$ cat src/rtl/rom_fetch_master.sv
// Reads a run of consecutive 32-bit words from a 1-cycle-latency memory port
// and streams them out through a small first-word-fall-through FIFO.
//
// state | meaning
// IDLE  | waiting for start_i
// FETCH | issuing reads while words remain and the FIFO has room for them
// DRAIN | all reads issued; waiting for the last word to leave the FIFO
module rom_fetch_master #(
  parameter int FifoDepth = 4,
  parameter int LenWidth  = 16
) (
  input  logic                clk_i,
  input  logic                rst_i,
  input  logic                start_i,
  input  logic [31:0]         start_addr_i,
  input  logic [LenWidth-1:0] len_i,
  output logic                busy_o,
  output logic                done_o,
  output logic                req_o,
  output logic [31:0]         addr_o,
  input  logic [31:0]         rdata_i,
  output logic                valid_o,
  output logic [31:0]         data_o,
  input  logic                ready_i
);

  localparam int PtrW = $clog2(FifoDepth);
  localparam int CntW = PtrW + 1;

  typedef enum logic [1:0] {
    IDLE  = 2'd0,
    FETCH = 2'd1,
    DRAIN = 2'd2
  } state_t;

  state_t              state;
  logic [31:0]         addr_q;
  logic [LenWidth-1:0] remaining;
  logic                inflight;

  logic [31:0]         mem [FifoDepth];
  logic [PtrW-1:0]     wr_ptr;
  logic [PtrW-1:0]     rd_ptr;
  logic [CntW-1:0]     count;
  logic                push;
  logic                pop;

  // Reads in flight count against FIFO space so a returning word always fits.
  assign req_o   = (state == FETCH) && (remaining != '0) &&
                   ((32'(count) + 32'(inflight)) < 32'(FifoDepth));
  assign addr_o  = addr_q;
  assign busy_o  = (state != IDLE);
  assign push    = inflight;
  assign valid_o = (count != '0);
  assign pop     = valid_o && ready_i;
  assign data_o  = valid_o ? mem[rd_ptr] : '0;

  always_ff @(posedge clk_i or posedge rst_i) begin
    if (rst_i) begin
      state     <= IDLE;
      addr_q    <= '0;
      remaining <= '0;
      inflight  <= 1'b0;
      done_o    <= 1'b0;
    end else begin
      inflight <= req_o;
      done_o   <= 1'b0;
      case (state)
        IDLE: begin
          if (start_i) begin
            if (len_i == '0) begin
              done_o <= 1'b1;
            end else begin
              state     <= FETCH;
              addr_q    <= {start_addr_i[31:2], 2'b00};
              remaining <= len_i;
            end
          end
        end
        FETCH: begin
          if (req_o) begin
            addr_q    <= addr_q + 32'd4;
            remaining <= remaining - 1'b1;
            if (remaining == LenWidth'(1)) state <= DRAIN;
          end
        end
        DRAIN: begin
          if (!inflight && (count == '0)) begin
            state  <= IDLE;
            done_o <= 1'b1;
          end
        end
        default: state <= IDLE;
      endcase
    end
  end

  always_ff @(posedge clk_i) begin
    if (push) mem[wr_ptr] <= rdata_i;
  end

  always_ff @(posedge clk_i or posedge rst_i) begin
    if (rst_i) begin
      wr_ptr <= '0;
      rd_ptr <= '0;
      count  <= '0;
    end else begin
      if (push) wr_ptr <= wr_ptr + 1'b1;
      if (pop)  rd_ptr <= rd_ptr + 1'b1;
      case ({push, pop})
        2'b10:   count <= count + 1'b1;
        2'b01:   count <= count - 1'b1;
        default: count <= count;
      endcase
    end
  end

  a_no_overflow: assert property (@(posedge clk_i) disable iff (rst_i)
    !(push && (count == CntW'(FifoDepth))));

endmodule

$ cat config.mk
export PLATFORM = sky130hd
export DESIGN_NAME = rom_fetch_master
export DESIGN_NICKNAME = d
export VERILOG_FILES = /design/src/rtl/rom_fetch_master.sv
export SDC_FILE = /design/constraint.sdc
export NUM_CORES = 1
export LEC_CHECK = 0
export ABC_AREA = 1
export BUFFER_PORTS_ARGS = -buffer_cell sky130_fd_sc_hd__buf_2
export CORE_ASPECT_RATIO = 1.75
export CORE_MARGIN = 2
export CORE_UTILIZATION = 55
export DETAILED_ROUTE_END_ITERATION = 8
export GPL_ROUTABILITY_DRIVEN = 1
export PLACE_DENSITY = 0.84
export SLEW_MARGIN = 30
export SYNTH_ARGS = -nofsm -noshare
export SYNTH_HDL_FRONTEND = slang
export SYNTH_SLANG_ARGS = --single-unit
$ cat constraint.sdc
create_clock -name clk_i -period 2.36 [get_ports clk_i]
set_input_delay 0.118 -clock clk_i [delete_from_list [all_inputs] [get_ports clk_i]]
set_output_delay 0.118 -clock clk_i [all_outputs]
set_load 0.01 [all_outputs]
==> impl_metrics.csv <==
group,metric,value,unit
synth,synthAdderAreaFrac,1.44,%
synth,seq_area_frac_synth,57.4,%
critical_path,ff2ff_setup_slack,0.43,ns
die,pin_count,152,
sta,rsz0062_at_grt,"no",
detailed_routing,route.met2.wl,12000,microns
synth,yosysTopAreaCell,"edfxtp_1",
sta,timing.slew.headroom,66.5,%
clock_tree,cts.htree.levels,4,
synth,synth_compound_area_share,7.92,%
clock_tree,cts.hold.buffers_added,48,
die,die_h,175,microns
sta,report.final.slew_viol_count,0,
grt,grt_pass1_vias,8136,
pwr,fin_total_pwr,14100,uW
sta,hold_viol_final,0,
layout,fillers,1239,
detailed_routing,drt-total-wl,22800,microns
detailed_routing,firstDrtPassIters,5,
clock_tree,clock_path_buffers,2,
sta,finalSetupTns,0,ns
sta,period_share,85.4,%
detailed_routing,num_vias,8045,
layout,post-route-util,68.4,%
critical_path,crit_start,"rd_ptr[0]$_DFFE_PP0N_",
die,dieArea,17800,sq um
synth,yosys.area_share.simple,27.2,%
clock_tree,cts_root_buf,"clkbuf_16",
detailed_routing,wl_met3,1430,microns
layout,diodes,0,
die,coreArea,16400,sq um
detailed_routing,drc_errors,0,
detailed_routing,wl_per_cell,15.2,microns
clock_tree,clk_latency,0.42,ns
grt,grt_pass1_wl,36500,microns
synth,yosys_warnings,0,
synth,syn_area_per_cell,8.52,sq um
synth,netlist_area,9180,sq um
detailed_routing,m1WireLength,8050,microns
synth,synth_top_cell_area_share,41.9,%
die,start_util,56.1,%
min_path,worst_hold_path_type,"input pin to flip-flop",
sta,fin_skew,0.0125,ns
layout,syn2layout_area_growth,22.0,%
sta,setup_viol,0,
placement,gp_congestion,0.934,
critical_path,crit_type,"flip-flop to output port",
critical_path,r2r_cells,13,
clock_tree,path_clk_slew,0.07,ns
pwr,ir_drop,0.676,mV
critical_path,worstSetupEndpointType,"output port",
job,drv_cap,0,
placement,portBuffers,147,
critical_path,rr_startpoint,"remaining[0]$_DFFE_PP0P_",
clock_tree,post-cts-setup-buffers,0,
critical_path,crit_fanout,46,
detailed_routing,via_per_inst,5.36,
sta,fmax,496,MHz
clock_tree,cts_buffers,17,
status,status,"finished, final reports clean",
clock_tree,cts_tree,"yes",
synth,synth_cells,1078,
placement,dp_hpwl,14600,microns
clock_tree,cts_num_sinks,185,
layout,nets,1360,
critical_path,worstPathRequired,2.24,ns
detailed_routing,top_layer,"met4",
grt,gr-usage-all-layers,26.3,%
sta,worst_pin_slew,0.503,ns
synth,ys_top_cells_by_area,"edfxtp_1 42%, dfrtp_1 16%, nand2_1 13%",
critical_path,cp.arrival,1.90,ns
critical_path,crit_end,"data_o[7]",
detailed_routing,drtIter0Drc,459,
layout,drive_above_1_share,17.1,%
grt,antenna_found_initial,0,
synth,synth.area.mux_share,0,%
synth,synth_top_family_by_area,"simple AND/OR/NAND/NOR gates",
pwr,leakage,0.00490,uW
clock_tree,cts_resized,0,
die,die_x,102,microns
critical_path,r2r_end,"addr_o[28]$_DFFE_PP0P_",
critical_path,startpoint_type,"flip-flop",
grt,grt_max_degree,66,
synth,synth_xor_area_share,0.572,%
synth,ys_ff_latch,185,
pwr,p_per_area,1260,nW/um^2
synth,ys_types,31,
sta,min_period,2.01,ns
die,rows,62,
grt,grt.overflow.total,0,
detailed_routing,drtAntennaViolNets,0,
-- kinds of logic after synthesis --
logic type | count (synthesis)
other cells | 1
flops | 185
xor+xnor | 6
compound gates | 140
simple gates | 619
fa+ha+maj | 10
buf+inv | 117
-- layout make-up --
| type | count | area [sq um] | area share (%) |
|---|---|---|---|
| multi-input combinational | 777 | 3430 | 30.6 |
| inverter | 71 | 267 | 2.38 |
| clock inverter | 13 | 120 | 1.07 |
| timing repair buffer | 214 | 1410 | 12.6 |
| clock buffer | 18 | 429 | 3.83 |
| tap | 224 | 280 | 2.50 |
| sequential | 185 | 5270 | 47.1 |
-- stage by stage --
step / hold slack [ns] / setup WS, ns / area (sq um) / std cells
2_1_floorplan: 0.217 / 0.516 / 9180 / 1079
3_3_place_gp: 0.133 / 0.478 / 10200 / 1423
3_5_place_dp: 0.135 / 0.452 / 10200 / 1423
4_1_cts: 0.000928 / 0.391 / 11200 / 1502
5_1_grt: 0.0304 / 0.187 / 11200 / 1502
6_report: 0.00958 / 0.345 / 11200 / 1502
-- worst max-delay path, cell delays in order (launching register included) --
cell,delay [ns]
dfrtp_2,0.42
inv_1,0.07
buf_4,0.37
o21ai_0,0.22
a21oi_1,0.22
buf_2,0.17
-- layer usage --
layer,global-route usage [%],up-vias
li1,-,3885
met1,26.5,3723
met2,47.3,355
met3,4.80,82
met4,18.3,0
met5,0,-
-- cell usage after synthesis, drive strengths merged --
library cell / n
a21oi: 36
and2: 1
buf: 20
clkbuf: 26
conb: 1
dfrtp: 57
edfxtp: 128
fa: 1
ha: 9
inv: 71
nand2: 312
nand3: 66
nand3b: 7
nand4: 3
nor2: 214
nor3: 2
o21ai: 101
o21bai: 2
o31ai: 1
or2: 14
xnor2: 2
xor2: 4
-- power breakdown --
part / internal, uW / switching, uW
logic: 2300 / 4150
clock network: 1460 / 1210
registers: 4340 / 687
total: 8090 / 6050
-- registers in the layout, summed over array words and instances, names as in the netlist --
name and count:
wr_ptr 2, state 2, rd_ptr 2, done_o 1, count 3, remaining 16, mem 128, inflight 1
addr_o 30
-- worst min-delay path by stage --
stage / startpoint / end / slack (ns) / cells after the start
global placement: rst_i / addr_o[23]$_DFFE_PP0P_ / 0.13 / 2
detailed placement: rst_i / addr_o[28]$_DFFE_PP0P_ / 0.13 / 2
global route: len_i[11] / remaining[11]$_DFFE_PP0P_ / 0.03 / 5
floorplan: rdata_i[0] / mem[0][0]$_DFFE_PP_ / 0.22 / 0
CTS: start_addr_i[10] / addr_o[10]$_DFFE_PP0P_ / 0.0009 / 5
finish: start_addr_i[2] / addr_o[2]$_DFFE_PP0P_ / 0.01 / 5
-- cells in the final DEF, fill, tap and decap left out, types with 5 or more instances in the layout --
cell / instances
a21oi_1: 36
ha_1: 9
inv_1: 70
buf_2: 147
clkbuf_16: 17
o21ai_0: 94
nand2_1: 309
nand3_1: 66
or2_2: 13
nand3b_1: 7
o21ai_2: 5
buf_4: 15
dlygate4sd3_1: 48
nor2_1: 213
edfxtp_1: 128
dfrtp_1: 56
No activity file was read; power rests on OpenSTA's default activity.
